[src/rtl/alu_pkg.sv]
// Shared ALU constants: datapath width, CLA slice width and the ALU opcode
// encodings used by the decoder alongside the add/sub pipeline.
package alu_pkg;

    localparam int ALU_W     = 32;
    localparam int CLA_SLICE = 4;

    localparam logic [3:0] ALU_OP_ADD = 4'b0000;
    localparam logic [3:0] ALU_OP_SUB = 4'b1000;

endpackage

[src/rtl/cla_4.sv]
// 4-bit carry-lookahead adder slice: all internal carries are formed from
// generate/propagate terms in parallel rather than rippled.
module cla_4 (
    input  logic [3:0] a,
    input  logic [3:0] b,
    input  logic       cin,
    output logic [3:0] sum,
    output logic       cout
);

    logic [3:0] g;
    logic [3:0] p;
    logic [4:1] c;

    assign g = a & b;
    assign p = a ^ b;

    assign c[1] = g[0] | (p[0] & cin);
    assign c[2] = g[1] | (p[1] & g[0]) | (p[1] & p[0] & cin);
    assign c[3] = g[2] | (p[2] & g[1]) | (p[2] & p[1] & g[0])
                | (p[2] & p[1] & p[0] & cin);
    assign c[4] = g[3] | (p[3] & g[2]) | (p[3] & p[2] & g[1])
                | (p[3] & p[2] & p[1] & g[0]) | (p[3] & p[2] & p[1] & p[0] & cin);

    assign sum  = p ^ {c[3:1], cin};
    assign cout = c[4];

endmodule

[src/rtl/cla_half.sv]
// W-bit adder built from W/4 cla_4 slices with the carry chained slice to slice;
// one instance per pipeline stage.
module cla_half
    import alu_pkg::*;
#(
    parameter int W = ALU_W / 2
) (
    input  logic [W-1:0] a,
    input  logic [W-1:0] b,
    input  logic         cin,
    output logic [W-1:0] sum,
    output logic         cout
);

    localparam int N = W / CLA_SLICE;

    logic [N:0] carry;

    assign carry[0] = cin;

    for (genvar i = 0; i < N; i++) begin : g_slice
        cla_4 u_cla (
            .a    (a[i*CLA_SLICE +: CLA_SLICE]),
            .b    (b[i*CLA_SLICE +: CLA_SLICE]),
            .cin  (carry[i]),
            .sum  (sum[i*CLA_SLICE +: CLA_SLICE]),
            .cout (carry[i+1])
        );
    end

    assign cout = carry[N];

endmodule

[src/rtl/add_sub_pipe32.sv]
// Two-stage pipelined adder/subtractor: low half in stage 1, high half in stage 2
// from the registered mid carry. Valid/ready on both sides, 1 op/cycle.
module add_sub_pipe32
    import alu_pkg::*;
#(
    parameter int WIDTH = ALU_W
) (
    input  logic             clk,
    input  logic             rst,
    input  logic             in_valid,
    output logic             in_ready,
    input  logic [WIDTH-1:0] a,
    input  logic [WIDTH-1:0] b,
    input  logic             sub,
    output logic             out_valid,
    input  logic             out_ready,
    output logic [WIDTH-1:0] sum,
    output logic             cout,
    output logic             ovf,
    output logic             zero
);

    localparam int H = WIDTH / 2;

    logic [WIDTH-1:0] b_eff;
    logic [H-1:0]     lo_sum_n;
    logic             c_mid_n;

    logic             s1_valid;
    logic [H-1:0]     lo_sum;
    logic             c_mid;
    logic [H-1:0]     a_hi;
    logic [H-1:0]     b_eff_hi;

    logic [H-1:0]     hi_sum_n;
    logic             cout_n;
    logic             ovf_n;

    logic             s2_free;
    logic             s1_adv;
    logic             accept;

    // Subtraction is A + ~B + 1: the +1 enters as the low-half carry-in.
    assign b_eff = sub ? ~b : b;

    cla_half #(.W(H)) u_lo (
        .a    (a[H-1:0]),
        .b    (b_eff[H-1:0]),
        .cin  (sub),
        .sum  (lo_sum_n),
        .cout (c_mid_n)
    );

    cla_half #(.W(H)) u_hi (
        .a    (a_hi),
        .b    (b_eff_hi),
        .cin  (c_mid),
        .sum  (hi_sum_n),
        .cout (cout_n)
    );

    assign ovf_n = (a_hi[H-1] == b_eff_hi[H-1]) & (hi_sum_n[H-1] != a_hi[H-1]);

    assign s2_free  = !out_valid | out_ready;
    assign s1_adv   = s1_valid & s2_free;
    assign in_ready = !s1_valid | s2_free;
    assign accept   = in_valid & in_ready;

    always_ff @(posedge clk) begin
        if (rst) begin
            s1_valid <= 1'b0;
        end else if (accept) begin
            s1_valid <= 1'b1;
        end else if (s1_adv) begin
            s1_valid <= 1'b0;
        end
    end

    // NOTE: stage-1 data registers carry no reset; s1_valid alone qualifies them.
    always_ff @(posedge clk) begin
        if (accept) begin
            lo_sum   <= lo_sum_n;
            c_mid    <= c_mid_n;
            a_hi     <= a[WIDTH-1:H];
            b_eff_hi <= b_eff[WIDTH-1:H];
        end
    end

    always_ff @(posedge clk) begin
        if (rst) begin
            out_valid <= 1'b0;
            sum       <= '0;
            cout      <= 1'b0;
            ovf       <= 1'b0;
            zero      <= 1'b0;
        end else if (s1_adv) begin
            out_valid <= 1'b1;
            sum       <= {hi_sum_n, lo_sum};
            cout      <= cout_n;
            ovf       <= ovf_n;
            zero      <= ({hi_sum_n, lo_sum} == '0);
        end else if (out_ready) begin
            out_valid <= 1'b0;
        end
    end

endmodule

[config.mk]
export PLATFORM = sky130hd
export DESIGN_NAME = add_sub_pipe32
export DESIGN_NICKNAME = d
export VERILOG_FILES = /design/src/rtl/alu_pkg.sv /design/src/rtl/cla_4.sv /design/src/rtl/cla_half.sv /design/src/rtl/add_sub_pipe32.sv
export SDC_FILE = /design/constraint.sdc
export NUM_CORES = 1
export LEC_CHECK = 0
export CAP_MARGIN = 20
export CORE_ASPECT_RATIO = 1.4
export CORE_MARGIN = 5
export CORE_UTILIZATION = 45
export CTS_CLUSTER_DIAMETER = 100
export DETAILED_ROUTE_END_ITERATION = 6
export GPL_ROUTABILITY_DRIVEN = 0
export PLACE_DENSITY = 0.85
export SLEW_MARGIN = 20
export SYNTH_ARGS = -nofsm -noshare
export SYNTH_HDL_FRONTEND = slang
export SYNTH_HIERARCHICAL = 1
export SYNTH_SLANG_ARGS = --single-unit
export TNS_END_PERCENT = 10
[constraint.sdc]
create_clock -name clk -period 4.39 [get_ports clk]
set_input_delay 0.439 -clock clk [delete_from_list [all_inputs] [get_ports clk]]
set_output_delay 0.439 -clock clk [all_outputs]
set_load 0.005 [all_outputs]
==> impl_metrics.csv, run 1 <==
group,metric,value,unit
status,status,"complete, no violations",
finish,layout_common_cells,"clkdlybuf4s50_1 (104), nand2_1 (67), edfxtp_1 (49)",
placement,dp_hpwl,6510,um
worst_hold_path,hp-start,"sum[15]$_SDFFE_PP0P_",
sta,fin_crit_sh,0.934,
sta,worst_pin_slew,657,ps
critical_path,crit_type,"reg2reg",
critical_path,crit_arrival,4370,ps
floorplan,start_util,0.462,
floorplan,rows,41,
sta,grt_setup_unrepaired,"false",
yosys,synthDistinctLibCells,25,
sta,setup_slack,290,ps
yosys,syn_area,4190,um2
critical_path,crit_family,"compound AO/OA/AOI/OAI gates",
critical_path,crit_path_end,"zero$_SDFFE_PP0P_",
drt,drtIter0Drc,146,
cts,cts_tree,"done",
critical_path,r2r_start,"a_hi[0]$_DFFE_PP_",
drt,ant_nets,0,
cts,clkSinkCount,86,
placement,dp_slack,161,ps
cts,numCtsBuffers,9,
power_and_ir_drop,power,2.17,mW
power_and_ir_drop,comb_power_share,0.203,
power_and_ir_drop,p_leak,2.26,nW
placement,dp.cells,563,
critical_path,reg2reg_slack,290,ps
yosys,avgSynthCellArea,11.5,um2
global_route,antenna_found_initial,0,
critical_path,startpoint,"a_hi[0]$_DFFE_PP_",
critical_path,path_buf_inv,0,
critical_path,cp.depth,16,
floorplan,die_w,91.6,um
power_and_ir_drop,max-vdd-ir-drop,0.000161,V
drt,avgRoutedWirePerCell,15.3,um
worst_hold_path,min_path_type,"reg2reg",
critical_path,worst_r2r_path_depth,16,
sta,setup_tns,0,ps
drt,vias,3005,
power_and_ir_drop,clock_power_share,0.340,
critical_path,max_stage_delay,410,ps
finish,nFillCells,707,
yosys,synth_seq_area_share,0.528,
floorplan,die_y,124,um
critical_path,slowest_stage,"or4_1",
cts,clock_path_buffers,2,
power_and_ir_drop,sw_frac_of_total,0.242,
power_and_ir_drop,powerDensity,383,nW/um2
critical_path,crit_path_max_fanout,2,
critical_path,worstSetupStartpointType,"flip-flop",
critical_path,r2r_end,"zero$_SDFFE_PP0P_",
cts,clk_latency,330,ps
drt,firstDrtPassIters,4,
floorplan,coreArea,9080,um2
drt,vias_per_cell,5.17,
floorplan,die_area,11400,um2
critical_path,crit_required,4660,ps
yosys,syn_nets,472,
finish,final_common_cell,"clkdlybuf4s50_1",
finish,num-nets-final,578,
drt,drc,0,
placement,portBuffers,105,
finish,num_antenna_cells,0,
power_and_ir_drop,seqPwrFrac,0.457,
floorplan,num_io_pins,106,
finish,final_cells,581,
drt,routed_wl,8880,um
global_route,grt_pass1_vias,3028,
global_route,grt_max_degree,50,
cts,cts-htree-levels,3,
flow_run,cap_violations,0,
finish,areaGrowthSynthToFinish,35.4,%
critical_path,endpoint_kind,"flip-flop",
power_and_ir_drop,internal_power,1.65,mW
yosys,ys_warn_count,6,
cts,path_clk_slew,50,ps
power_and_ir_drop,p_switching,0.526,mW
sta,min_period,4100,ps
critical_path,cpMostUsedCell,"a21o_1",
cts,root_buffer,"clkbuf_16",
sta,drv_slew,0,
sta,hold_viol,0,
sta,slew_headroom,0.562,
yosys,synth_cells,363,
global_route,grt_pass1_wl,14200,um
global_route,grt_use_total,0.162,
yosys,synth-seq-cells,86,
sta,fmax,244,MHz
sta,setup_violations,0,
finish,drive_gt1_frac,0.0570,
sta,fin_skew,8.15,ps
global_route,grt-ovfl-total,0,
critical_path,path_cells,"ha_1, a21o_1, a31o_1, a21o_1, a21o_1, a31o_1, a21o_1, a21o_1, a31o_1, a21o_1, fa_2, xor2_1, nor4_1, nand4_1, or4_1, o21ai_1",
[Yosys cell counts (all sizes together)]
cell type | n | area [um2]
a21o | 24 | 180
a21oi | 42 | 210
a311oi | 1 | 8.76
a31o | 8 | 70.1
and2 | 1 | 6.26
buf | 8 | 38.8
clkbuf | 8 | 30.0
dfxtp | 37 | 741
edfxtp | 49 | 1470
fa | 8 | 160
ha | 32 | 400
nand2 | 67 | 251
nand2b | 1 | 6.26
nand3b | 2 | 15.0
nand4 | 2 | 12.5
nor2 | 4 | 15.0
nor2b | 2 | 12.5
nor3 | 1 | 5.00
nor4 | 6 | 37.5
o21ai | 1 | 5.00
or3b | 1 | 8.76
or4 | 2 | 15.0
xnor2 | 8 | 70.1
xor2 | 48 | 420
[layout make-up]
type | count | area [um2] | share of cell area
multi-input cells | 261 | 1940 | 0.341
repair buffers | 111 | 1090 | 0.192
clock buffers | 16 | 302 | 0.0531
well taps | 107 | 134 | 0.0236
flip-flops and latches | 86 | 2210 | 0.390
[registers in the layout, summed over array words and instances, names as in the netlist, 16 cells and up]
| name | flops |
|---|---|
| b_eff_hi | 16 |
| lo_sum | 16 |
| sum | 32 |
| a_hi | 16 |
[logic make-up (layout without fill, tap and decap cells)]
| group | after synthesis | count (layout) | synth area share |
|---|---|---|---|
| simple gates | 89 | 89 | 0.0919 |
| flops | 86 | 86 | 0.528 |
| compound gates | 76 | 76 | 0.113 |
| xor+xnor | 56 | 56 | 0.117 |
| fa+ha+maj | 40 | 40 | 0.134 |
| buf+inv | 16 | 127 | 0.0164 |
[stage by stage]
step / util / hold WS [ps] / area, um2
floorplan: - / 453 / 4190
global placement: 0.588 / 442 / 5340
detailed placement: 0.588 / 448 / 5340
CTS: 0.621 / 455 / 5640
global route: 0.625 / 473 / 5680
finish: 0.625 / 453 / 5680
[worst min path at each step]
| stage | end | slack (ps) | depth (start not counted) |
|---|---|---|---|
| 2_1_floorplan | cout$_SDFFE_PP0P_ | 450 | 2 |
| 6_report | sum[15]$_SDFFE_PP0P_ | 450 | 2 |
| 3_3_place_gp | sum[10]$_SDFFE_PP0P_ | 440 | 2 |
| 5_1_grt | sum[15]$_SDFFE_PP0P_ | 470 | 2 |
| 4_1_cts | sum[15]$_SDFFE_PP0P_ | 450 | 2 |
| 3_5_place_dp | sum[24]$_SDFFE_PP0P_ | 450 | 2 |
[what timing repair did]
| action | in CTS | in global routing |
|---|---|---|
| hold buffers | 0 | 0 |
| hold endpoints to repair | 0 | 0 |
| gates resized for setup | 0 | 3 |
| buffers inserted | 0 | 2 |
| endpoints found under the setup margin | 0 | 1 |
[metal layers]
layer / up-vias / share of wire / track usage
li1: 1486 / - / -
met1: 1414 / 0.38 / 0.162
met2: 93 / 0.55 / 0.310
met3: 12 / 0.057 / 0.0441
met4: 0 / 0.017 / 0.0717
met5: - / 0 / 0
[power by group through the flow]
stage	clock (mW)	combinational (mW)	sequential, mW
2_1_floorplan	0	0.259	0.998
3_3_place_gp	0	0.420	1.01
3_5_place_dp	0	0.434	1.01
4_1_cts	0.757	0.438	0.993
5_1_grt	0.791	0.492	1.00
6_report	0.740	0.441	0.993
[worst reg2reg max path, cell delays in order (launching register included)]
cell      delay (ps)
edfxtp_1         380
ha_1             300
a21o_1           170
a31o_1           250
a21o_1           210
a21o_1           170
a31o_1           250
a21o_1           220
a21o_1           180
a31o_1           250
a21o_1           220
fa_2             340
xor2_1           180
nor4_1           280
nand4_1          120
or4_1            410
o21ai_1          110
(Power assumes the default switching activity.)
==> inputs of run 2 (changes only) <==
--- a/config.mk
+++ b/config.mk
@@ -6,7 +6,7 @@
 export NUM_CORES = 1
 export LEC_CHECK = 0
 export CAP_MARGIN = 20
-export CORE_ASPECT_RATIO = 1.4
+export CORE_ASPECT_RATIO = 1.5
 export CORE_MARGIN = 5
 export CORE_UTILIZATION = 45
 export CTS_CLUSTER_DIAMETER = 100
==> run 2 against run 1 <==
Compared with the run above: worst setup slack lost 100 ps; combinational power about the same; sequential power about the same; total power shrank 1.6%; die area increased by 0.11%; count of clock-buffer cells in the layout down 1; register-to-register slack got worse by 100 ps; critical path depth unchanged; design area shrank 0.26%; non-clock buffer count stayed put; sequential share of layout area rose by 0.10 points; largest power group unchanged.
==> impl_metrics.csv, run 2 (synthesis results as in run 1) <==
group,metric,value,unit
finish,ff_latch_area,2210,um2
floorplan,start_util,0.456,
global_route,grt_pass1_wl,14100,um
global_route,grt_max_degree,50,
critical_path,crit_required,4660,ps
sta,fin_crit_sh,0.958,
finish,final_cells,586,
drt,firstDrtPassIters,5,
sta,setup_violations,0,
sta,drv_slew,0,
critical_path,worst_r2r_path_depth,16,
drt,routed_wl,8960,um
worst_hold_path,hp-start,"sum[8]$_SDFFE_PP0P_",
critical_path,r2r_end,"zero$_SDFFE_PP0P_",
drt,ant_nets,0,
critical_path,slowest_stage,"or4_1",
cts,cts_hold_buf,0,
placement,portBuffers,105,
drt,avgRoutedWirePerCell,15.3,um
power_and_ir_drop,sw_frac_of_total,0.245,
floorplan,die_y,128,um
sta,worst_pin_slew,627,ps
finish,layout_common_cells,"clkdlybuf4s50_1 (104), nand2_1 (67), edfxtp_1 (49)",
sta,hold_viol,0,
drt,drtIter0Drc,145,
worst_hold_path,hold_end,"sum[8]$_SDFFE_PP0P_",
cts,cts-htree-levels,3,
power_and_ir_drop,internal_power,1.62,mW
cts,path_clk_slew,60,ps
critical_path,reg2reg_slack,190,ps
power_and_ir_drop,powerDensity,378,nW/um2
finish,top_register,"sum",
sta,min_period,4200,ps
cts,clkSinkCount,86,
placement,dp_hpwl,6800,um
cts,root_buffer,"clkbuf_16",
sta,slew_headroom,0.582,
finish,num-nets-final,578,
floorplan,coreArea,9200,um2
power_and_ir_drop,comb_power_share,0.207,
finish,multi_input_area,1930,um2
worst_hold_path,min_path_type,"reg2reg",
critical_path,max_stage_delay,420,ps
critical_path,crit_type,"reg2reg",
finish,num_antenna_cells,0,
finish,nFillCells,728,
critical_path,path_cells,"ha_1, a21o_1, a31o_1, a21o_1, a21o_1, a31o_1, a21o_1, a21o_1, a31o_1, a21o_1, fa_1, xor2_1, nor4_2, nand4_1, or4_1, o21ai_1",
finish,drive_gt1_frac,0.0527,
cts,clk_latency,330,ps
sta,fmax,238,MHz
critical_path,crit_family,"compound AO/OA/AOI/OAI gates",
power_and_ir_drop,p_switching,0.525,mW
global_route,grt-ovfl-total,0,
drt,vias_per_cell,5.13,
finish,final_common_cell,"clkdlybuf4s50_1",
global_route,grt_use_total,0.163,
finish,utilization,0.615,
global_route,grt_pass1_vias,3105,
critical_path,worstSetupStartpointType,"flip-flop",
power_and_ir_drop,power,2.14,mW
critical_path,cpMostUsedCell,"a21o_1",
critical_path,crit_path_max_fanout,2,
placement,dp.cells,568,
power_and_ir_drop,clock_power_share,0.330,
finish,largest_reg_flops,32,
status,status,"complete, no violations",
critical_path,crit_arrival,4470,ps
flow_run,cap_violations,0,
finish,areaGrowthSynthToFinish,35.0,%
critical_path,path_buf_inv,0,
floorplan,die_w,88.8,um
floorplan,num_io_pins,106,
power_and_ir_drop,seqPwrFrac,0.463,
critical_path,r2r_start,"a_hi[0]$_DFFE_PP_",
global_route,antenna_found_initial,0,
drt,drc,0,
worst_hold_path,worstHoldPathCells,2,
drt,vias,3008,
cts,clock_path_buffers,2,
cts,numCtsBuffers,9,
power_and_ir_drop,p_leak,2.25,nW
sta,fin_skew,6.94,ps
critical_path,endpoint_kind,"flip-flop",
floorplan,die_area,11400,um2
power_and_ir_drop,max-vdd-ir-drop,0.000235,V
cts,cts_tree,"done",
floorplan,rows,43,
-- run 2: cell types whose count changed in the layout (fill, tap and decap cells not counted), sizes merged --
| cell | change |
|---|---|
| clkinv | +1 |
| clkbuf | -1 |
-- run 2: what timing repair did --
action                                  4_1_cts  5_1_grt
endpoints found under the setup margin        0        1
hold endpoints to repair                      0        0
buffers inserted                              0        2
gates resized for setup                       0        2
-- run 2: tightest hold or removal path, cell delays in order (launching register included) --
cell and delay (ps):
dfxtp_1 300, nand2_1 50, a21oi_1 50
-- run 2: how the worst max path moves through the flow --
stage / start / end / slack (ps) / cells past startpoint
after global routing: a_hi[0]$_DFFE_PP_ / zero$_SDFFE_PP0P_ / -5 / 16
after global placement: a_hi[0]$_DFFE_PP_ / zero$_SDFFE_PP0P_ / 280 / 17
after detailed placement: a_hi[0]$_DFFE_PP_ / zero$_SDFFE_PP0P_ / 140 / 16
after CTS: a_hi[0]$_DFFE_PP_ / zero$_SDFFE_PP0P_ / 100 / 16
final: a_hi[0]$_DFFE_PP_ / zero$_SDFFE_PP0P_ / 190 / 16
after floorplan: sub / c_mid$_DFFE_PP_ / 420 / 16
-- run 2: through the flow --
step / hold slack, ps / TNS [ps] / area (um2) / setup slack, ps
final: 452 / 0 / 5660 / 186
after global placement: 442 / 0 / 5340 / 278
after floorplan: 453 / 0 / 4190 / 420
after CTS: 454 / 0 / 5630 / 101
after detailed placement: 446 / 0 / 5340 / 137
after global routing: 470 / -4.78 / 5660 / -4.78
-- run 2: layer usage --
metal	wire length (um)	global-route usage	vias to the layer above	part of all wire
met5	0	0	-	0
li1	-	-	1488	-
met3	560	0.0424	26	0.062
met1	3210	0.164	1406	0.36
met4	355	0.0943	0	0.040
met2	4840	0.293	88	0.54
-- run 2: final cells by class --
type                    count  area share
clock buffers              15      0.0491
clock inverters             1    0.000884
multi-input cells         261       0.342
flip-flops and latches     86       0.391
well taps                 112      0.0248
repair buffers            111       0.193
-- run 2: power groups by stage --
| stage | logic, mW | clock network, mW | registers (mW) |
|---|---|---|---|
| final | 0.444 | 0.706 | 0.992 |
| after global routing | 0.493 | 0.755 | 0.999 |
| after floorplan | 0.259 | 0 | 0.998 |
| after global placement | 0.421 | 0 | 1.01 |
| after detailed placement | 0.436 | 0 | 1.01 |
| after CTS | 0.441 | 0.718 | 0.992 |
